==> src/rtl/ifetch_queue_pkg.sv <==
// Shared definitions for the instruction fetch queue: default sizes, reset PC,
// FSM encoding and the queue pointer width helper.
package ifetch_queue_pkg;

    localparam int          IFQ_DEPTH    = 32'd4;
    localparam int          IFQ_ADDR_W   = 32'd32;
    localparam int          IFQ_DATA_W   = 32'd32;
    localparam int unsigned IFQ_RESET_PC = 32'd0;

    typedef enum logic {
        ST_IDLE = 1'b0,
        ST_RUN  = 1'b1
    } ifq_state_e;

    // Queue pointer width; a 1-entry floor keeps degenerate sizes elaborating.
    function automatic int ifq_ptr_w(input int depth);
        return (depth > 32'd1) ? $clog2(depth) : 32'd1;
    endfunction

endpackage

==> src/rtl/ifetch_queue_chk.sv <==
// Protocol and credit invariants for ifetch_queue, kept apart from the datapath.
module ifetch_queue_chk #(
    parameter int DEPTH = 32'd4,
    parameter int CNT_W = 32'd3
) (
    input logic             clk,
    input logic             rst,
    input logic             rsp_valid,
    input logic [CNT_W-1:0] outstanding,
    input logic [CNT_W-1:0] discard,
    input logic             fifo_full,
    input logic             fifo_push,
    input logic             fifo_pop
);
    a_rsp_has_credit: assert property (@(posedge clk) disable iff (!rst)
        rsp_valid |-> (outstanding != CNT_W'(0)));

    a_outstanding_cap: assert property (@(posedge clk) disable iff (!rst)
        outstanding <= CNT_W'(DEPTH));

    a_discard_bound: assert property (@(posedge clk) disable iff (!rst)
        discard <= outstanding);

    a_no_overflow: assert property (@(posedge clk) disable iff (!rst)
        (fifo_push && fifo_full) |-> fifo_pop);

endmodule

==> src/rtl/ifetch_queue_fifo.sv <==
// ifq_fifo: DEPTH-entry synchronous FIFO of {pc, instr} with flush, full,
// empty and occupancy count. The head reads as zero while the FIFO is empty.
module ifq_fifo
    import ifetch_queue_pkg::*;
#(
    parameter int DEPTH = IFQ_DEPTH,
    parameter int WIDTH = IFQ_ADDR_W + IFQ_DATA_W
) (
    input  logic                          clk,
    input  logic                          rst,
    input  logic                          flush,
    input  logic                          push,
    input  logic [WIDTH-1:0]              push_data,
    input  logic                          pop,
    output logic [WIDTH-1:0]              head,
    output logic                          full,
    output logic                          empty,
    output logic [ifq_ptr_w(DEPTH):0]     count
);
    localparam int PTR_W = ifq_ptr_w(DEPTH);

    logic [WIDTH-1:0] mem_r [DEPTH];
    logic [PTR_W-1:0] rd_ptr_r;
    logic [PTR_W-1:0] wr_ptr_r;
    logic [PTR_W:0]   count_r;
    logic             do_push_s;
    logic             do_pop_s;

    // Handshake qualification and head presentation
    always_comb begin
        empty     = (count_r == (PTR_W+1)'(0));
        full      = (count_r == (PTR_W+1)'(DEPTH));
        count     = count_r;
        do_pop_s  = pop && !empty;
        do_push_s = push && (!full || do_pop_s);
        if (empty) begin
            head = {WIDTH{1'b0}};
        end else begin
            head = mem_r[rd_ptr_r];
        end
    end

    // Entry storage; a push on a full FIFO overwrites the slot popped this cycle
    always_ff @(posedge clk) begin
        if (do_push_s && !flush) begin
            mem_r[wr_ptr_r] <= push_data;
        end
    end

    // Pointers and occupancy; flush wins over any push/pop in the same cycle
    always_ff @(posedge clk or negedge rst) begin
        if (!rst) begin
            rd_ptr_r <= PTR_W'(0);
            wr_ptr_r <= PTR_W'(0);
            count_r  <= (PTR_W+1)'(0);
        end else if (flush) begin
            rd_ptr_r <= PTR_W'(0);
            wr_ptr_r <= PTR_W'(0);
            count_r  <= (PTR_W+1)'(0);
        end else begin
            if (do_push_s) wr_ptr_r <= wr_ptr_r + PTR_W'(1);
            if (do_pop_s)  rd_ptr_r <= rd_ptr_r + PTR_W'(1);
            count_r <= count_r + (PTR_W+1)'(do_push_s) - (PTR_W+1)'(do_pop_s);
        end
    end

endmodule

==> src/rtl/ifetch_queue.sv <==
// ifetch_queue: fetch PC owner, credit-limited imem requester and in-order
// instruction buffer for decode. Optional counters: define IFETCH_STATS_EN.
module ifetch_queue
    import ifetch_queue_pkg::*;
#(
    parameter int                DEPTH    = IFQ_DEPTH,
    parameter int                ADDR_W   = IFQ_ADDR_W,
    parameter int                DATA_W   = IFQ_DATA_W,
    parameter logic [ADDR_W-1:0] RESET_PC = ADDR_W'(IFQ_RESET_PC)
) (
    input  logic              clk,
    input  logic              rst,
    input  logic              enable,
    input  logic              redirect_valid,
    input  logic [ADDR_W-1:0] redirect_pc,
    output logic              imem_req_valid,
    input  logic              imem_req_ready,
    output logic [ADDR_W-1:0] imem_req_addr,
    input  logic              imem_rsp_valid,
    input  logic [DATA_W-1:0] imem_rsp_data,
    output logic              dec_valid,
    input  logic              dec_ready,
    output logic [DATA_W-1:0] dec_instr,
    output logic [ADDR_W-1:0] dec_pc
`ifdef IFETCH_STATS_EN
    ,
    output logic [31:0]       stat_fetched,
    output logic [31:0]       stat_discarded,
    output logic [31:0]       stat_stall
`endif
);
    localparam int PTR_W = ifq_ptr_w(DEPTH);
    localparam int CNT_W = PTR_W + 1;

    ifq_state_e               state_r;
    ifq_state_e               state_next_s;
    logic [ADDR_W-1:0]        fetch_pc_r;
    logic [ADDR_W-1:0]        resp_pc_r;
    logic [CNT_W-1:0]         outstanding_r;
    logic [CNT_W-1:0]         discard_r;
    logic [CNT_W-1:0]         outstanding_next_s;
    logic [CNT_W-1:0]         fifo_count_s;
    logic [CNT_W:0]           credit_s;
    logic                     fifo_empty_s;
    logic                     fifo_full_s;
    logic                     req_valid_s;
    logic                     req_fire_s;
    logic                     rsp_ok_s;
    logic                     rsp_keep_s;
    logic                     rsp_drop_s;
    logic                     pop_s;
    logic [ADDR_W+DATA_W-1:0] fifo_head_s;

    // FSM next state: fetch runs while enable is held
    always_comb begin
        state_next_s = state_r;
        case (state_r)
            ST_IDLE: begin
                if (enable) state_next_s = ST_RUN;
                else        state_next_s = ST_IDLE;
            end
            ST_RUN: begin
                if (!enable) state_next_s = ST_IDLE;
                else         state_next_s = ST_RUN;
            end
            default: state_next_s = ST_IDLE;
        endcase
    end

    // Credit check, handshakes and response routing; redirect-cycle responses are stale
    always_comb begin
        credit_s           = {1'b0, fifo_count_s} + {1'b0, outstanding_r};
        req_valid_s        = (state_r == ST_RUN) && (credit_s < (CNT_W+1)'(DEPTH));
        req_fire_s         = req_valid_s && imem_req_ready;
        rsp_ok_s           = imem_rsp_valid && (outstanding_r != CNT_W'(0));
        rsp_keep_s         = rsp_ok_s && (discard_r == CNT_W'(0)) && !redirect_valid;
        rsp_drop_s         = rsp_ok_s && !rsp_keep_s;
        pop_s              = !fifo_empty_s && dec_ready;
        outstanding_next_s = outstanding_r + CNT_W'(req_fire_s) - CNT_W'(rsp_ok_s);
    end

    // FSM state register
    always_ff @(posedge clk or negedge rst) begin
        if (!rst) state_r <= ST_IDLE;
        else      state_r <= state_next_s;
    end

    // PC, in-flight and discard tracking; redirect drops everything still in flight
    always_ff @(posedge clk or negedge rst) begin
        if (!rst) begin
            fetch_pc_r    <= RESET_PC;
            resp_pc_r     <= RESET_PC;
            outstanding_r <= CNT_W'(0);
            discard_r     <= CNT_W'(0);
        end else begin
            outstanding_r <= outstanding_next_s;
            if (redirect_valid) begin
                fetch_pc_r <= redirect_pc;
                resp_pc_r  <= redirect_pc;
                discard_r  <= outstanding_next_s;
            end else begin
                if (req_fire_s) fetch_pc_r <= fetch_pc_r + ADDR_W'(1);
                if (rsp_keep_s) resp_pc_r  <= resp_pc_r + ADDR_W'(1);
                if (rsp_ok_s && (discard_r != CNT_W'(0))) discard_r <= discard_r - CNT_W'(1);
            end
        end
    end

    ifq_fifo #(
        .DEPTH (DEPTH),
        .WIDTH (ADDR_W + DATA_W)
    ) u_fifo (
        .clk       (clk),
        .rst       (rst),
        .flush     (redirect_valid),
        .push      (rsp_keep_s),
        .push_data ({resp_pc_r, imem_rsp_data}),
        .pop       (pop_s),
        .head      (fifo_head_s),
        .full      (fifo_full_s),
        .empty     (fifo_empty_s),
        .count     (fifo_count_s)
    );

    ifetch_queue_chk #(
        .DEPTH (DEPTH),
        .CNT_W (CNT_W)
    ) u_chk (
        .clk         (clk),
        .rst         (rst),
        .rsp_valid   (imem_rsp_valid),
        .outstanding (outstanding_r),
        .discard     (discard_r),
        .fifo_full   (fifo_full_s),
        .fifo_push   (rsp_keep_s),
        .fifo_pop    (pop_s)
    );

    assign imem_req_valid      = req_valid_s;
    assign imem_req_addr       = fetch_pc_r;
    assign dec_valid           = !fifo_empty_s;
    assign {dec_pc, dec_instr} = fifo_head_s;

`ifdef IFETCH_STATS_EN
    // Free-running wrap-around statistics
    always_ff @(posedge clk or negedge rst) begin
        if (!rst) begin
            stat_fetched   <= 32'd0;
            stat_discarded <= 32'd0;
            stat_stall     <= 32'd0;
        end else begin
            stat_fetched   <= stat_fetched + 32'(pop_s);
            stat_discarded <= stat_discarded + 32'(rsp_drop_s);
            stat_stall     <= stat_stall + 32'((state_r == ST_RUN) && !req_valid_s);
        end
    end
`else
    logic unused_drop_s;
    assign unused_drop_s = rsp_drop_s;
`endif

endmodule

==> config.mk <==
export PLATFORM = sky130hd
export DESIGN_NAME = ifetch_queue
export DESIGN_NICKNAME = d
export VERILOG_FILES = /design/src/rtl/ifetch_queue_pkg.sv /design/src/rtl/ifetch_queue_chk.sv /design/src/rtl/ifetch_queue_fifo.sv /design/src/rtl/ifetch_queue.sv
export SDC_FILE = /design/constraint.sdc
export NUM_CORES = 1
export LEC_CHECK = 0
export BUFFER_PORTS_ARGS = -buffer_cell sky130_fd_sc_hd__buf_2
export CAP_MARGIN = 0
export CORE_MARGIN = 2
export CORE_UTILIZATION = 50
export DETAILED_ROUTE_END_ITERATION = 6
export PLACE_DENSITY = 0.82
export SYNTH_ARGS = -nofsm -noshare
export SYNTH_HDL_FRONTEND = slang
export SYNTH_SLANG_ARGS = --single-unit
export TNS_END_PERCENT = 50
==> constraint.sdc <==
create_clock -name clk -period 10.31 [get_ports clk]
set_input_delay 2.5775 -clock clk [delete_from_list [all_inputs] [get_ports clk]]
set_output_delay 2.5775 -clock clk [all_outputs]
set_load 0.02 [all_outputs]
# Word-level counts from Yosys, hierarchy flattened

Memories as Yosys holds them, arrays and structs flattened.
Index checks and enable logic that the tools add are counted.

Bits of input ports: 71
Flip-flop bits (word level): 78
Word-level logic and storage cells: 59
Memory bits (writable): 256
Memories: 1

Equal/unequal tests: 1
$add $sub $neg: 10
Multiplexer cells: 15
Reduce and logical (&&, ||, !) cells: 23
$lt $le $gt $ge: 1

Memories:

| name         | depth | bits a word | rd ports | clocked after Yosys merged registers in | wr ports | RTL line                | text |
|---|---|---|---|---|---|---|---|
| u_fifo.mem_r | 4     | 64          | 1        | 0                                       | 1        | ifetch_queue_fifo.sv:22 | `logic [WIDTH-1:0] mem_r [DEPTH];` |

Operators by type and width:

| kind                                                       | count |
|---|---|
| two-way mux 32 bit                                         | 4 |
| adder 32 x 1 -> 32 bit, second input constant              | 2 |
| two-way mux 64 bit                                         | 1 |
| logical AND 1 bit                                          | 10 |
| nonzero test 2 bit                                         | 5 |
| two-way mux 3 bit                                          | 3 |
| two-way mux 2 bit                                          | 4 |
| adder 3 x 1 -> 3 bit                                       | 2 |
| zero test 3 bit                                            | 2 |
| nonzero test 3 bit                                         | 2 |
| subtractor 3 x 1 -> 3 bit                                  | 2 |
| adder 2 x 1 -> 2 bit, second input constant                | 2 |
| adder 3 x 3 -> 4 bit                                       | 1 |
| less-than comparator 4 x 3 -> 1 bit, second input constant | 1 |
| == test 3 bit, second input constant                       | 1 |
| zero test 1 bit                                            | 3 |
| two-way mux 1 bit                                          | 3 |
| subtractor 3 x 1 -> 3 bit, second input constant           | 1 |
| logical OR 1 bit                                           | 1 |

# Depth between registers and ports, before layout

Depth in word-level cells: 9
Gate-level depth with buffers: 14

# By module

From an unflattened synthesis, not the netlist that was laid out.

Cells, all modules: 858
Area, all modules: 14,211.1 µm²

By module, submodules not included:

| module       | times used | cells an instance | area each (µm²) |
|---|---|---|---|
| ifq_fifo     | 1          | 452               | 10,119.7 |
| ifetch_queue | 1          | 406               | 4,091.4 |

# Worst setup path after synthesis

OpenSTA, ideal clock, no wires.

Path kind: input port to flip-flop
Start point: input port imem_rsp_valid
End point: memory u_fifo.mem_r[0][0] (netlist name), enable pin
Setup slack: 4,890 ps
Path buffers: 1
Setup time: 429 ps
Data arrival time: 4,991 ps
Cell stages on the path: 5
Cell sequence: nand3b_1 -> or2_2 -> clkbuf_1 -> nor3_2 -> and2_1

Word-level cells in the longest chain between the ends: 7

Ends and longest elaborated chain:

| what                                    | RTL line                | text |
|---|---|---|
| start: declaration                      | ifetch_queue.sv:19      | `input logic imem_rsp_valid,` |
| logical AND 1 bit                       | ifetch_queue.sv:75      | `rsp_ok_s = imem_rsp_valid && (outstanding_r != CNT_W'(0));` |
| logical AND 1 bit (2 in series)         | ifetch_queue.sv:76      | `rsp_keep_s = rsp_ok_s && (discard_r == CNT_W'(0)) && !redirect_valid;` |
| logical AND 1 bit                       | ifetch_queue_fifo.sv:35 | `do_push_s = push && (!full \|\| do_pop_s);` |
| logical AND 1 bit                       | ifetch_queue_fifo.sv:45 | `if (do_push_s && !flush) begin` |
| two-way mux 1 bit                       | ifetch_queue_fifo.sv:45 |  |
| two-way mux 1 bit (not written as such) | ifetch_queue_fifo.sv:46 | `mem_r[wr_ptr_r] <= push_data;` |
| end: declaration                        | ifetch_queue_fifo.sv:22 |  |

Every way passes these cells.

# Worst setup path after layout

Start point: register u_fifo.rd_ptr_r[0]
End point: output port dec_instr[1]

Word-level cells in the longest chain between the ends: 2

Ends and longest elaborated chain:

| what                     | RTL line                | text |
|---|---|---|
| start: declaration       | ifetch_queue_fifo.sv:23 | `logic [PTR_W-1:0] rd_ptr_r;` |
| start signal: assignment | ifetch_queue_fifo.sv:62 | `if (do_pop_s) rd_ptr_r <= rd_ptr_r + PTR_W'(1);` |
| memory (4 x 64 bit)      | -                       |  |
| two-way mux 64 bit       | ifetch_queue_fifo.sv:36 | `if (empty) begin` |
| end: declaration         | ifetch_queue.sv:23      | `output logic [DATA_W-1:0] dec_instr,` |

Every way passes these cells.

==> run_results.csv <==
group,metric,value,unit
run_status,status,"complete, no violations",
min_path,min-delay-start,"discard_r[2]$_DFFE_PN0P_",
routing,wl,28300,um
routing,wl_met1,12600,um
floorplanning,io_pins,169,
clock_network,cts_tree,"yes",
floorplanning,fp-row-count,61,
floorplanning,die_h,172,um
timing,rsz0062_at_grt,"no",
layout,area_growth,16.3,%
routing,avgViaCountPerCell,5.53,
synth,ys.warnings.count,0,
synth,synth_fp_nets,937,
power_and_ir_drop,power.density,228,nW/um^2
synth,synthArstFlopShare,23.4,%
clock_network,clock_sinks,334,
setup_path,rr_startpoint,"outstanding_r[2]$_DFF_PN0_",
min_path,holdCritPathClass,"reg2reg",
layout,final_util,59.1,%
synth,synth_ff_type,"edfxtp_1",
layout,layout.nets,1112,
synth,ys_ff_latch,334,
setup_path,path_class,"reg2out",
synth,synth_area_leader_cell,"edfxtp_1",
job,drv_cap,0,
setup_path,critPathLaunch,"u_fifo.rd_ptr_r[0]$_DFFE_PN0P_",
clock_network,cts_resized,0,
timing,finalSetupTns,0,ns
synth,syn_area,14200,um^2
timing,final-hold-violation-count,0,
setup_path,crit_fanout,46,
routing,drc_errors,0,
routing,met2_length,13300,um
clock_network,htree_num_levels,2,
global_routing,antenna_found_initial,0,
global_routing,track_usage,19.4,%
routing,highest_layer,"met4",
clock_network,cts_buffers,35,
global_routing,grt_pass1_vias,8009,
setup_path,cp-start-kind,"flip-flop",
synth,yosysUniqueCellTypes,45,
global_routing,grt_max_degree,79,
synth,synth-seq-area-share,68.1,%
timing,final_max_slew_viol_count,0,
timing,fin_crit_sh,54.0,%
setup_path,endpoint_kind,"output port",
clock_network,post_cts_buffers,0,
clock_network,clkTransAtPathRegs,0.05,ns
timing,setup_viol,0,
routing,routedWlPerCell,19.9,um
layout,drive_above_1_share,32.5,%
timing,worstMarginPinSlew,1.06,ns
synth,postSynthAreaPerCell,16.7,um^2
routing,dr_total_vias,7875,
floorplanning,start_util,50.8,%
global_routing,grt_pass1_wl,43900,um
floorplanning,core-area,27900,um^2
global_routing,grt-ovfl-total,0,
clock_network,clock_path_buffers,3,
timing,finalCriticalPeriod,5.57,ns
floorplanning,die_w,172,um
timing,hold_slack,0.569,ns
synth,synth_edf_count,256,
floorplanning,dieArea,29700,um^2
power_and_ir_drop,ir_drop,0.111,mV
clock_network,clock_latency,0.51,ns
timing,slew_headroom,28.9,%
routing,first_pass_iters,5,
synth,synthCells,850,
setup_path,cp_data_required_time,7.73,ns
layout,num_antenna_cells,0,
routing,wl_met3,1760,um
routing,ant_nets,0,
place,routabilityCongestion,0.926,
clock_network,postCtsHoldBufs,0,
place,dp_hpwl,17700,um
place,io_buffer_count,168,
synth,synth.top_cell.area_share,54.3,%
timing,max_freq,180,MHz
synth,ys_top_cells_by_area,"edfxtp_1 (54%), dfrtp_1 (14%), mux4_2 (10%)",
setup_path,arrival,2.99,ns
power_and_ir_drop,leakage,5.93,nW
routing,drtIter0Drc,633,
timing,clock_skew,0.0142,ns
clock_network,cts_root_buffer,"clkbuf_16",
## kinds of logic after synthesis
group,synth area share (%)
xor+xnor,3.90
mux,13.5
flops,68.1
buf+inv,1.67
fa+ha+maj,1.52
compound gates,1.69
simple gates,9.67
## cell usage after synthesis (2+ instances only)
| library cell | count |
|---|---|
| nor3_1 | 12 |
| xnor2_1 | 48 |
| ha_1 | 14 |
| xor2_1 | 15 |
| nand2b_1 | 8 |
| or2_2 | 2 |
| buf_1 | 4 |
| nor2b_1 | 2 |
| nand3_1 | 18 |
| and2_1 | 74 |
| mux2i_1 | 3 |
| a21oi_1 | 6 |
| buf_2 | 6 |
| and3_1 | 15 |
| mux4_2 | 64 |
| and4_1 | 2 |
| a21boi_0 | 11 |
| o31a_1 | 2 |
| o21ai_0 | 5 |
| fa_1 | 2 |
| inv_1 | 20 |
| or3_1 | 7 |
| nand4_1 | 39 |
| nor2_1 | 21 |
| nor4_1 | 5 |
| nand2_1 | 23 |
| mux2_2 | 39 |
| dfrtp_1 | 78 |
| a31oi_1 | 7 |
| clkbuf_1 | 27 |
| nor4b_1 | 2 |
| edfxtp_1 | 256 |
## registers in the layout, summed over array words and instances (netlist names)
| signal | cells |
|---|---|
| discard_r | 3 |
| imem_req_addr | 32 |
| outstanding_r | 3 |
| resp_pc_r | 32 |
| state_r | 1 |
| u_fifo.count | 3 |
| u_fifo.mem_r | 256 |
| u_fifo.rd_ptr_r | 2 |
| u_fifo.wr_ptr_r | 2 |
## layer usage
layer  up-vias  global-route usage (%)
met5         -                       0
met4         0                    5.15
met3        45                    3.69
met2       280                    31.5
met1      3945                    27.2
li1       3605                       -
## metrics by stage
stage / cells / total power, mW / setup slack [ns] / instance area, um^2
2_1_floorplan: 850 / 2.31 / 4.89 / 14200
3_3_place_gp: 1366 / 2.60 / 5.18 / 15400
3_5_place_dp: 1366 / 2.61 / 5.17 / 15400
4_1_cts: 1423 / 3.80 / 4.63 / 16500
5_1_grt: 1423 / 3.94 / 4.49 / 16500
6_report: 1423 / 3.75 / 4.74 / 16500
## final cells by class
type,count,area (um^2)
timing repair buffer,176,903
clock buffer,47,993
clock inverter,10,80.1
sequential,334,9640
tap,378,473
fill,2042,11400
inverter,21,78.8
multi-input combinational,457,4290
## power by group
group	switching, mW	internal [mW]
Sequential	0.0992	1.53
Clock	0.481	0.698
Combinational	0.530	0.408
## placed cells by master, fill, tap and decap left out, types with 4 or more instances in the layout
cell         n
nand4_1     39
buf_2      167
nand2_1     23
a21boi_0    11
buf_4        9
mux4_2      64
xor2_1      15
nor3_1      12
edfxtp_1   256
clkbuf_1     7
a21oi_1      6
ha_1        14
nor2_1      21
xnor2_1     48
inv_1       20
a31oi_1      7
clkbuf_16   37
nand3_1     18
mux2_2      39
and2_1      70
o21ai_0      5
nand2b_1     8
or3_1        6
nor4_1       5
and3_1      15
dfrtp_1     76
and2_2       4
## critical path, stage by stage (launching register included)
cell and delay (ns):
dfrtp_4 0.69, buf_4 0.80, mux4_2 0.61, and2_1 0.18, buf_2 0.16
## final timing paths
check | endpoint | slack [ns] | depth (start not counted)
max | dec_instr[1] | 4.74 | 4
min | discard_r[2]$_DFFE_PN0P_ | 0.57 | 2
max reg2reg | discard_r[2]$_DFFE_PN0P_ | 7.02 | 13
min reg2reg | discard_r[2]$_DFFE_PN0P_ | 0.57 | 2
max in group asynchronous | u_fifo.rd_ptr_r[0]$_DFFE_PN0P_ | 7.32 | 1
min in group asynchronous | imem_req_addr[17]$_DFFE_PN0P_ | 2.23 | 1
Power figures use the tool's default switching activity.
